$ cat src/rtl/immediate_encoder_if.sv
// rtl/immediate_encoder_if.sv - request/response bus of the immediate encoder
interface immediate_encoder_if;
  logic        in_valid;
  logic        in_ready;
  logic [2:0]  in_type;
  logic [31:0] in_imm;
  logic [24:0] in_base;
  logic        out_valid;
  logic        out_ready;
  logic [24:0] out_instr;
  logic [1:0]  out_err;

  modport master (
    output in_valid, in_type, in_imm, in_base, out_ready,
    input  in_ready, out_valid, out_instr, out_err
  );

  modport slave (
    input  in_valid, in_type, in_imm, in_base, out_ready,
    output in_ready, out_valid, out_instr, out_err
  );
endinterface

$ cat src/rtl/immediate_encoder.sv
// rtl/immediate_encoder.sv - packs I/S/B/J immediates into instruction[31:7] with range/alignment check
module immediate_encoder #(
  parameter int CNT_W = 16
) (
  input  logic             clk,
  input  logic             rst_n,
  input  logic             clr,
  immediate_encoder_if.slave bus,
  output logic [CNT_W-1:0] enc_count,
  output logic [CNT_W-1:0] err_count
);

  localparam logic [2:0] TYPE_I = 3'b000;
  localparam logic [2:0] TYPE_S = 3'b001;
  localparam logic [2:0] TYPE_B = 3'b101;
  localparam logic [2:0] TYPE_J = 3'b110;

  localparam logic [1:0] ERR_OK    = 2'b00;
  localparam logic [1:0] ERR_RANGE = 2'b01;
  localparam logic [1:0] ERR_ALIGN = 2'b10;
  localparam logic [1:0] ERR_TYPE  = 2'b11;

  logic [24:0] enc_instr;
  logic [1:0]  enc_err;
  logic        fits_12;
  logic        fits_13;
  logic        fits_21;

  // a value fits N signed bits when all bits from N-1 upward agree with the sign
  assign fits_12 = (&bus.in_imm[31:11]) | ~(|bus.in_imm[31:11]);
  assign fits_13 = (&bus.in_imm[31:12]) | ~(|bus.in_imm[31:12]);
  assign fits_21 = (&bus.in_imm[31:20]) | ~(|bus.in_imm[31:20]);

  // scatter the immediate over the base word; failures leave the base untouched
  always_comb begin
    enc_instr = bus.in_base;
    enc_err   = ERR_OK;
    case (bus.in_type)
      TYPE_I: begin
        if (!fits_12) enc_err = ERR_RANGE;
        else enc_instr[24:13] = bus.in_imm[11:0];
      end
      TYPE_S: begin
        if (!fits_12) enc_err = ERR_RANGE;
        else begin
          enc_instr[24:18] = bus.in_imm[11:5];
          enc_instr[4:0]   = bus.in_imm[4:0];
        end
      end
      TYPE_B: begin
        if (bus.in_imm[0]) enc_err = ERR_ALIGN;
        else if (!fits_13) enc_err = ERR_RANGE;
        else begin
          enc_instr[24]    = bus.in_imm[12];
          enc_instr[0]     = bus.in_imm[11];
          enc_instr[23:18] = bus.in_imm[10:5];
          enc_instr[4:1]   = bus.in_imm[4:1];
        end
      end
      TYPE_J: begin
        if (bus.in_imm[0]) enc_err = ERR_ALIGN;
        else if (!fits_21) enc_err = ERR_RANGE;
        else begin
          enc_instr[24]    = bus.in_imm[20];
          enc_instr[12:5]  = bus.in_imm[19:12];
          enc_instr[13]    = bus.in_imm[11];
          enc_instr[23:14] = bus.in_imm[10:1];
        end
      end
      default: enc_err = ERR_TYPE;
    endcase
  end

  logic [26:0] mem [2];
  logic        rd_ptr;
  logic        wr_ptr;
  logic [1:0]  count;
  logic        push;
  logic        pop;

  assign bus.in_ready  = (count < 2'd2);
  assign bus.out_valid = (count != 2'd0);
  assign push          = bus.in_valid && bus.in_ready;
  assign pop           = bus.out_valid && bus.out_ready;
  assign bus.out_instr = mem[rd_ptr][26:2];
  assign bus.out_err   = mem[rd_ptr][1:0];

  // two-entry result FIFO; simultaneous push and pop keeps occupancy and order
  always_ff @(posedge clk or negedge rst_n) begin
    if (!rst_n) begin
      mem[0] <= '0;
      mem[1] <= '0;
      rd_ptr <= 1'b0;
      wr_ptr <= 1'b0;
      count  <= 2'd0;
    end else begin
      if (push) begin
        mem[wr_ptr] <= {enc_instr, enc_err};
        wr_ptr      <= ~wr_ptr;
      end
      if (pop) rd_ptr <= ~rd_ptr;
      case ({push, pop})
        2'b10:   count <= count + 2'd1;
        2'b01:   count <= count - 2'd1;
        default: count <= count;
      endcase
    end
  end

  // saturating statistics; clr wins over a same-edge increment
  always_ff @(posedge clk or negedge rst_n) begin
    if (!rst_n) begin
      enc_count <= '0;
      err_count <= '0;
    end else if (clr) begin
      enc_count <= '0;
      err_count <= '0;
    end else if (push) begin
      if (enc_err == ERR_OK) begin
        if (enc_count != {CNT_W{1'b1}}) enc_count <= enc_count + 1'b1;
      end else begin
        if (err_count != {CNT_W{1'b1}}) err_count <= err_count + 1'b1;
      end
    end
  end

endmodule

$ cat src/flat_wrapper.sv
// flat-port wrapper written by rule: the top's interface ports become plain ports
module immediate_encoder_flat 
#(
  parameter int CNT_W = 16
)
  (clk, rst_n, clr, enc_count, err_count, bus_in_valid, bus_in_type, bus_in_imm, bus_in_base, bus_out_ready, bus_in_ready, bus_out_valid, bus_out_instr, bus_out_err);
  immediate_encoder_if bus_i ();
  input  logic clk;
  input  logic rst_n;
  input  logic clr;
  output logic [CNT_W-1:0] enc_count;
  output logic [CNT_W-1:0] err_count;
  input wire logic [$bits(bus_i.in_valid)-1:0] bus_in_valid;
  input wire logic [$bits(bus_i.in_type)-1:0] bus_in_type;
  input wire logic [$bits(bus_i.in_imm)-1:0] bus_in_imm;
  input wire logic [$bits(bus_i.in_base)-1:0] bus_in_base;
  input wire logic [$bits(bus_i.out_ready)-1:0] bus_out_ready;
  output wire logic [$bits(bus_i.in_ready)-1:0] bus_in_ready;
  output wire logic [$bits(bus_i.out_valid)-1:0] bus_out_valid;
  output wire logic [$bits(bus_i.out_instr)-1:0] bus_out_instr;
  output wire logic [$bits(bus_i.out_err)-1:0] bus_out_err;
  assign bus_i.in_valid = bus_in_valid;
  assign bus_i.in_type = bus_in_type;
  assign bus_i.in_imm = bus_in_imm;
  assign bus_i.in_base = bus_in_base;
  assign bus_i.out_ready = bus_out_ready;
  assign bus_in_ready = bus_i.in_ready;
  assign bus_out_valid = bus_i.out_valid;
  assign bus_out_instr = bus_i.out_instr;
  assign bus_out_err = bus_i.out_err;
  immediate_encoder #(.CNT_W(CNT_W)) u_core (.clk(clk), .rst_n(rst_n), .clr(clr), .bus(bus_i), .enc_count(enc_count), .err_count(err_count));
endmodule
$ cat config.mk
export PLATFORM = sky130hd
export DESIGN_NAME = immediate_encoder_flat
export DESIGN_NICKNAME = d
export VERILOG_FILES = /design/src/rtl/immediate_encoder_if.sv /design/src/rtl/immediate_encoder.sv /design/src/flat_wrapper.sv
export SDC_FILE = /design/constraint.sdc
export NUM_CORES = 1
export LEC_CHECK = 0
export BUFFER_PORTS_ARGS = -buffer_cell sky130_fd_sc_hd__buf_2
export CORE_MARGIN = 1
export CORE_UTILIZATION = 48
export CTS_CLUSTER_SIZE = 8
export DETAILED_ROUTE_END_ITERATION = 8
export GPL_TIMING_DRIVEN = 0
export PLACE_DENSITY_LB_ADDON = 0.2
export SYNTH_ARGS = -nofsm -noshare
export SYNTH_HDL_FRONTEND = slang
export SYNTH_SLANG_ARGS = --single-unit
$ cat constraint.sdc
create_clock -name clk -period 2 [get_ports clk]
set_input_delay 0.4 -clock clk [delete_from_list [all_inputs] [get_ports clk]]
set_output_delay 0.4 -clock clk [all_outputs]
set_load 0.01 [all_outputs]
### Yosys cells after proc, flatten, opt, wreduce, memory -nomap -nowiden

Index checks and enable logic that the tools add are counted.

| storage, ports and cells | value |
|---|---|
| bits in registers | 90 |
| input bits | 65 |
| output and inout bits | 61 |

| cells by class | value |
|---|---|
| add/subtract/negate cells | 4 |
| $lt $le $gt $ge | 4 |
| equal/unequal tests | 8 |
| mux-type cells | 34 |
| bitwise logic cells | 10 |
| reduce and logical (&&, ||, !) cells | 20 |

Operators by type and width:

| operator | number |
|---|---|
| 16-bit 2-to-1 mux | 8 |
| 27-bit 2-to-1 mux | 4 |
| 54-bit bitwise mux | 1 |
| 20-bit 2-to-1 mux | 2 |
| 16-bit by 1-bit adder with 16-bit output, second input constant | 2 |
| 16-bit inequality test, second input constant | 2 |
| 7-bit one-hot mux with 4 select lines | 1 |
| 27-bit demux with 1-bit select | 1 |
| 7-bit 2-to-1 mux | 3 |
| 21-bit AND reduction | 1 |
| 21-bit OR reduction | 1 |
| 5-bit one-hot mux with 2 select lines | 2 |
| 20-bit AND reduction | 1 |
| 20-bit OR reduction | 1 |
| 5-bit 2-to-1 mux | 3 |
| 12-bit 2-to-1 mux | 1 |
| 12-bit AND reduction | 1 |
| 2-bit nonzero test | 6 |
| 12-bit OR reduction | 1 |
| 8-bit 2-to-1 mux | 1 |
| 3-bit == test, second input constant | 2 |
| 2-bit one-hot mux with 3 select lines | 1 |
| 3-bit AND reduction | 2 |
| 1-bit NOT | 5 |
| other kinds (18) | 27 |

### Longest topological paths before layout

Gate-level depths: netlist (run 1).

| logic depth | value |
|---|---|
| depth in word-level cells | 10 |
| mapped depth | 10 |

### Least setup slack after synthesis (run 1)

No wires, ideal clock.

| timing path | value |
|---|---|
| path kind | input -> register |
| start point | input bus_in_type[2] |
| end point | register u_core.mem[53] in the netlist's numbering |
| data arrival time | 2117 ps |
| required time | 1869 ps |
| slack | -248 ps |
| stages on the path | 10 |
| buffers on the path | 3 |
| cell sequence | buf_2 > nor2b_1 > and3b_1 > o21ai_0 > buf_4 > a32oi_2 > buf_4 > nand2_2 > a221oi_2 > o21ai_1 |

| on the way | value |
|---|---|
| cells in the longest elaborated chain, start to end | 3 |
| elaborated cells between the ends (all ways) | 6 |

Ends and longest elaborated chain:

| what | line | text |
|---|---|---|
| start, declared | flat_wrapper.sv:14 | `input wire logic [$bits(bus_i.in_type)-1:0] bus_in_type;` |
| 3-bit == test (tied with other cells) | immediate_encoder.sv:38 | `case (bus.in_type)` |
| 7-bit one-hot mux with 4 select lines * | immediate_encoder.sv:38 |  |
| 54-bit bitwise mux * | immediate_encoder.sv:98 | `mem[wr_ptr] <= {enc_instr, enc_err};` |
| end signal, assigned by index | immediate_encoder.sv:98 |  |
| end, declared | immediate_encoder.sv:74 | `logic [26:0] mem [2];` |

Every way passes the cells marked *; elsewhere a longest branch is shown, timed or not.
A chain may end at the register's enable or synchronous reset.

### Final worst setup path (run 1)

| timing path | value |
|---|---|
| start point | input bus_in_imm[16] |
| end point | register u_core.enc_count[9] |

| on the way | value |
|---|---|
| cells in the longest elaborated chain, start to end | 9 |
| elaborated cells between the ends (all ways) | 15 |

Ends and longest elaborated chain:

| what | line | text |
|---|---|---|
| start, declared | flat_wrapper.sv:15 | `input wire logic [$bits(bus_i.in_imm)-1:0] bus_in_imm;` |
| 20-bit OR reduction | immediate_encoder.sv:31 | `assign fits_13 = (&bus.in_imm[31:12]) \| ~(\|bus.in_imm[31:12]);` |
| 1-bit NOT | immediate_encoder.sv:31 |  |
| 1-bit bitwise OR | immediate_encoder.sv:31 |  |
| 1-bit 2-to-1 mux | immediate_encoder.sv:52 | `else if (!fits_13) enc_err = ERR_RANGE;` |
| 2-bit 2-to-1 mux | immediate_encoder.sv:51 | `if (bus.in_imm[0]) enc_err = ERR_ALIGN;` |
| 2-bit one-hot mux with 3 select lines * | immediate_encoder.sv:38 |  |
| 2-bit zero test * | immediate_encoder.sv:119 | `if (enc_err == ERR_OK) begin` |
| 2-bit nonzero test (no line) * | - |  |
| 3-bit AND reduction (no line) * | - |  |
| end signal, assigned | immediate_encoder.sv:120 | `if (enc_count != {CNT_W{1'b1}}) enc_count <= enc_count + 1'b1;` |
| end, declared | immediate_encoder.sv:9 | `output logic [CNT_W-1:0] enc_count,` |

Marked as above.

==> results.sh, run 1 <==
export IMPL_area_delta_synth_final_pct=32.3
export IMPL_maxCapViolCount=0
export IMPL_grt_pass1_wl_mm=20.7
export IMPL_cts_tree="built"
export IMPL_skew_ns=0.0156
export IMPL_firstDrtPassIters=4
export IMPL_synth_area_leaders="dfrtp_1 47%, mux2_2 6.6%, nand2_1 5.8%"
export IMPL_drc=0
export IMPL_status="complete, but fails checks"
export IMPL_root_buffer="clkbuf_8"
export IMPL_final_cells=800
export IMPL_start_kind="input port"
export IMPL_via_count=4470
export IMPL_path_buf_inv=2
export IMPL_synthesis_nets=570
export IMPL_arrival_ns=2.41
export IMPL_grt_start_max_net_pins=69
export IMPL_max_freq_mhz=473
export IMPL_min_path_cells=3
export IMPL_hold_violations=0
export IMPL_hold_path_class="input port to flip-flop"
export IMPL_slew_headroom=0.626
export IMPL_grt_pass1_vias=4240
export IMPL_fillers=839
export IMPL_drtIter0Drc=134
export IMPL_r2r_setup_slack_ns=-0.07
export IMPL_synth_distinct_cells=50
export IMPL_die_area_sq_um=10400
export IMPL_worst_slack_ns=-0.114
export IMPL_rows=36
export IMPL_setup_viol=21
export IMPL_synth_edf_count=0
export IMPL_drv_slew=0
export IMPL_worstReg2RegStart="u_core.err_count[5]"
export IMPL_hold_path_end="u_core.mem[23]"
export IMPL_cp_max_fo=5
export IMPL_post_route_util=0.654
export IMPL_ant_nets=0
export IMPL_ys_ff_latch=90
export IMPL_clock_latency_ns=0.37
export IMPL_synthFlopType="dfrtp_1"
export IMPL_crit_family="simple AND/OR/NAND/NOR gates"
export IMPL_async_flop_share=1.00
export IMPL_synth_area_per_cell_sq_um=9.59
export IMPL_seq_area_frac_synth=0.468
export IMPL_drive_above_1_share=0.390
export IMPL_crit_chain="buf_6 > or4_4 > nor2_4 > a22oi_2 > nand2_2 > nand4_4 > buf_6 > or4_4 > a21oi_2"
export IMPL_crit_type="input port to flip-flop"
export IMPL_grt_setup_unrepaired="true"
export IMPL_crit_cells=9
export IMPL_start_util=0.495
export IMPL_grt_ovfl_total=0
export IMPL_viasPerCell=5.59
export IMPL_cp_required_ns=2.29
export IMPL_clock_sinks=90
export IMPL_synth_top_area_cell="dfrtp_1"
export IMPL_portBuffers=121
export IMPL_finalPower_mw=6.42
export IMPL_antenna_cells=0
export IMPL_clkSlewWorstSetupHoldPaths_ns=0.11
export IMPL_r2r_end="u_core.err_count[7]"
export IMPL_clk_path_buf_depth=2
export IMPL_final_period_utilization=1.06
export IMPL_syn_area_sq_um=4810
export IMPL_die_h_um=102
export IMPL_min_period_ns=2.11
export IMPL_syn_inst=502
export IMPL_peakVddDrop_uv=470
export IMPL_tightest_slew_ns=0.562
export IMPL_layout_nets=730
export IMPL_synth_warnings=0
export IMPL_p_per_area_nw_per_um2=1010
export IMPL_dp_cells=757
export IMPL_slowest_delay_ns=0.53
export IMPL_wire_per_inst_um=16.4
export IMPL_routabilityCongestion=0.819
export IMPL_failed_checks="setup timing"
export IMPL_routed_wl_mm=13.1
export IMPL_dp_final_hpwl_mm=9.03
export IMPL_worstHoldStart="bus_in_base[21]"
export IMPL_io_pins=126
export IMPL_end_kind="flip-flop"
export IMPL_yosysMostFrequentCell="dfrtp_1"
export IMPL_p_leak_nw=2.95
export IMPL_core_area_sq_um=9730
export IMPL_grt_usage=0.254
export IMPL_synth_common_cells="90 x dfrtp_1, 74 x nand2_1, 42 x o21ai_1"
export IMPL_die_w_um=102
export IMPL_r2r_cells=8
export IMPL_cts_htree_levels=3
export IMPL_cpMaxStageDelayCell="or4_4"
export IMPL_worst_hold_slack_ns=0.312
export IMPL_antenna_found_initial=0
export IMPL_synth_top_area_frac=0.468
export IMPL_cts_inserted_buffers=9
cells by family (layout without fill, tap and decap cells):
logic type,after synthesis,in the layout,share of synthesized area
AOI/OAI and AO/OA,123,123,0.161
DFF,90,90,0.468
adders and majority gates,3,3,0.00780
and+or+nand+nor,179,179,0.187
muxes,46,46,0.103
buffers and inverters,40,205,0.0343
xor gates and xnor gates,21,21,0.0382
how the worst max path moves through the flow:
stage                    from                   end  slack [ns]
2_1_floorplan  bus_in_imm[13]  u_core.enc_count[13]       -0.20
3_3_place_gp   bus_in_imm[20]        u_core.mem[53]       -0.59
3_5_place_dp   bus_in_imm[20]        u_core.mem[53]       -0.64
4_1_cts        bus_in_imm[19]        u_core.mem[53]       -0.08
5_1_grt        bus_in_imm[16]  u_core.err_count[15]       -0.19
6_report       bus_in_imm[16]   u_core.enc_count[9]       -0.11
sequential cells by signal (all words and copies together), names as in the netlist:
register,cells
u_core.enc_count,16
u_core.wr_ptr,1
u_core.rd_ptr,1
u_core.mem,54
u_core.count,2
u_core.err_count,16
worst min-delay path, stage by stage:
cell and delay, ns:
buf_2 0.08, a21boi_2 0.06, o21ai_1 0.11
stage by stage:
stage / setup WS, ns / TNS (ns) / cell area (sq um)
after global placement: -0.590 / -53.88 / 5680
after detailed placement: -0.638 / -33.48 / 5710
after floorplan: -0.203 / -5.67 / 4900
final: -0.114 / -0.928 / 6370
after CTS: -0.0836 / -0.706 / 6160
after global routing: -0.193 / -4.34 / 6370
routing by layer:
| metal | up-vias | wire length, um | global-route usage |
|---|---|---|---|
| li1 | 2122 | - | - |
| met1 | 2206 | 5710 | 0.323 |
| met2 | 123 | 6690 | 0.451 |
| met3 | 19 | 548 | 0.0363 |
| met4 | 0 | 187 | 0.0758 |
| met5 | - | 0 | 0 |
final cells by class:
| cell class | instances | area (sq um) | share of cell area |
|---|---|---|---|
| timing repair buffer | 152 | 901 | 0.141 |
| sequential | 90 | 2250 | 0.354 |
| buffer | 29 | 165 | 0.0259 |
| multi-input combinational | 372 | 2660 | 0.418 |
| clock inverter | 7 | 67.6 | 0.0106 |
| inverter | 8 | 30.0 | 0.00472 |
| tap | 133 | 166 | 0.0261 |
| clock buffer | 9 | 124 | 0.0195 |
placed cells by master (no fill, tap or decap), types with 8 or more instances in the layout:
master / n
buf_2: 119
dfrtp_1: 88
buf_4: 28
nand2_1: 73
o21ai_1: 42
or3_1: 9
nor2_1: 23
clkbuf_8: 9
a21oi_1: 16
nand3_1: 10
nand4_1: 21
o21ai_0: 25
mux2_2: 28
clkbuf_1: 16
xnor2_1: 19
mux2i_1: 14
buf_6: 10
inv_1: 8
what timing repair did:
| action | CTS | global route |
|---|---|---|
| hold endpoints to repair | 22 | 0 |
| setup endpoints to repair | 88 | 67 |
| pin swaps | 13 | 23 |
| buffers inserted | 23 | 6 |
| hold buffers | 1 | 0 |
| resized for setup | 27 | 35 |
| cloned | 1 | 0 |
where the power goes:
part | switching (mW) | leakage (nW) | total, mW | internal, mW
registers | 0.291 | 1.17 | 2.66 | 2.37
logic | 1.36 | 1.68 | 2.53 | 1.17
clock network | 0.740 | 0.0958 | 1.23 | 0.487
total | 2.39 | 2.95 | 6.42 | 4.03
Power figures use the tool's default switching activity.
==> run 2, diff against run 1 <==
Settings changed: ABC_CLOCK_PERIOD_IN_PS set to 2000, BUFFER_PORTS_ARGS -buffer_cell sky130_fd_sc_hd__buf_2 to -buffer_cell sky130_fd_sc_hd__buf_4, CTS_CLUSTER_SIZE 8 to 20.
==> results.sh, run 2 (synthesized netlist as in run 1, its figures left out) <==
export IMPL_antenna_cells=0
export IMPL_routabilityCongestion=0.812
export IMPL_setup_viol=17
export IMPL_slew_headroom=0.244
export IMPL_drive_above_1_share=0.421
export IMPL_maxCapViolCount=0
export IMPL_clkSlewWorstSetupHoldPaths_ns=0.09
export IMPL_viasPerCell=5.54
export IMPL_firstDrtPassIters=4
export IMPL_largest_register_ffs=54
export IMPL_rows=36
export IMPL_top_regs="u_core.mem x54, u_core.enc_count x16, u_core.err_count x16"
export IMPL_peakVddDrop_uv=510
export IMPL_die_w_um=102
export IMPL_cts_tree="built"
export IMPL_cp_max_fo=6
export IMPL_start_util=0.495
export IMPL_min_period_ns=2.07
export IMPL_grt_pass1_wl_mm=21.1
export IMPL_drtIter0Drc=190
export IMPL_end_kind="flip-flop"
export IMPL_drv_slew=0
export IMPL_layout_commonest_cell="buf_4"
export IMPL_via_count=4465
export IMPL_worst_slack_ns=-0.0697
export IMPL_wire_per_inst_um=16.6
export IMPL_wl_met2_mm=6.85
export IMPL_failed_checks="setup timing"
export IMPL_io_pins=126
export IMPL_grt_usage=0.263
export IMPL_highest_layer="met4"
export IMPL_start_kind="input port"
export IMPL_cp_required_ns=2.30
export IMPL_wl_met3_um=544
export IMPL_clock_latency_ns=0.38
export IMPL_pre_cts_ws_ns=-0.687
export IMPL_core_area_sq_um=9730
export IMPL_grt_start_max_net_pins=91
export IMPL_routed_wl_mm=13.4
export IMPL_top_register="u_core.mem"
export IMPL_hold_path_class="input port to asynchronous set/reset pin"
export IMPL_place_area_sq_um=5980
export IMPL_portBuffers=121
export IMPL_skew_ns=0.00954
export IMPL_die_h_um=102
export IMPL_layout_nets=736
export IMPL_fin_setup_tns_ns=-0.675
export IMPL_final_period_utilization=1.03
export IMPL_tightest_slew_ns=1.13
export IMPL_ant_nets=0
export IMPL_grt_pass1_vias=4438
export IMPL_clock_sinks=90
export IMPL_hold_violations=0
export IMPL_fin_area_sq_um=6860
export IMPL_grt_ovfl_total=0
export IMPL_cts_inserted_buffers=9
export IMPL_hold_buffers=0
export IMPL_cts_htree_levels=3
export IMPL_p_per_area_nw_per_um2=1020
export IMPL_status="complete, but fails checks"
export IMPL_antenna_found_initial=0
export IMPL_max_freq_mhz=483
export IMPL_wl_met1_mm=5.73
export IMPL_p_leak_nw=3.07
export IMPL_drc=0
export IMPL_die_area_sq_um=10400
export IMPL_grt_setup_unrepaired="true"
export IMPL_layout_common_cells="152 x buf_4, 87 x dfrtp_1, 73 x nand2_1"
export IMPL_clk_path_buf_depth=2
export IMPL_area_delta_synth_final_pct=42.5
export IMPL_arrival_ns=2.37
export IMPL_root_buffer="clkbuf_8"
export IMPL_dp_final_hpwl_mm=8.91
export IMPL_crit_type="input port to flip-flop"
run 2: changes by cell type in the layout (fill, tap and decap cells not counted), moves of 3 or more:
cell / before / now
a211oi_2: 1 / 4
buf_2: 119 / 3
buf_4: 28 / 152
mux2i_2: 3 / 6
a211oi_1: 7 / 3
run 2: critical path: stages:
cell and delay, ns:
buf_8 0.10, or4_4 0.55, nor2_4 0.17, a22oi_2 0.16, nand2_2 0.13, nand4_4 0.10
buf_6 0.15, or4_4 0.47, a21oi_2 0.13
run 2: layout make-up:
class	count	area, sq um
buffer	30	178
clock buffer	9	124
clock inverter	7	108
fill	772	2870
inverter	8	30.0
multi-input combinational	372	2760
sequential	90	2260
tap	133	166
timing repair buffer	157	1240
run 2: metal layers:
metal / vias to the layer above / global-route usage
li1: 2139 / -
met1: 2191 / 0.333
met2: 112 / 0.459
met3: 23 / 0.0363
met4: 0 / 0.0989
met5: - / 0
run 2: final timing paths:
check                                    start                    to  slack, ns  depth (start not counted)
min reg2reg                     u_core.mem[36]        u_core.mem[36]       0.48                          2
max in group asynchronous                rst_n   u_core.enc_count[6]       0.96                          1
min                                      rst_n        u_core.mem[37]       0.24                          1
min in group clk               bus_in_base[20]        u_core.mem[49]       0.29                          3
max                             bus_in_imm[12]   u_core.enc_count[9]      -0.07                          9
max reg2reg                u_core.err_count[9]  u_core.err_count[11]      -0.03                          8
run 2: power breakdown:
group          switching [mW]  leakage [nW]  total (mW)  internal [mW]
registers               0.292          1.17        2.66           2.37
logic                    1.42          1.79        2.88           1.46
clock network           0.727         0.114        1.46          0.730
total                    2.43          3.07        7.00           4.56
run 2: repair_timing:
item	CTS	global route
resized for setup	47	39
cloned	1	1
pin swaps	12	13
setup buffers	27	7
endpoints found under the setup margin	80	64
run 2: stage by stage:
stage | hold slack (ns) | utilization | total power [mW] | std cells
final | 0.238 | 0.705 | 7.00 | 806
after global routing | 0.301 | 0.705 | 7.44 | 806
after CTS | 0.280 | 0.681 | 6.95 | 798
after detailed placement | 0.466 | 0.615 | 5.33 | 756
after global placement | 0.457 | 0.615 | 5.25 | 756
after floorplan | 0.104 | - | 4.20 | 502
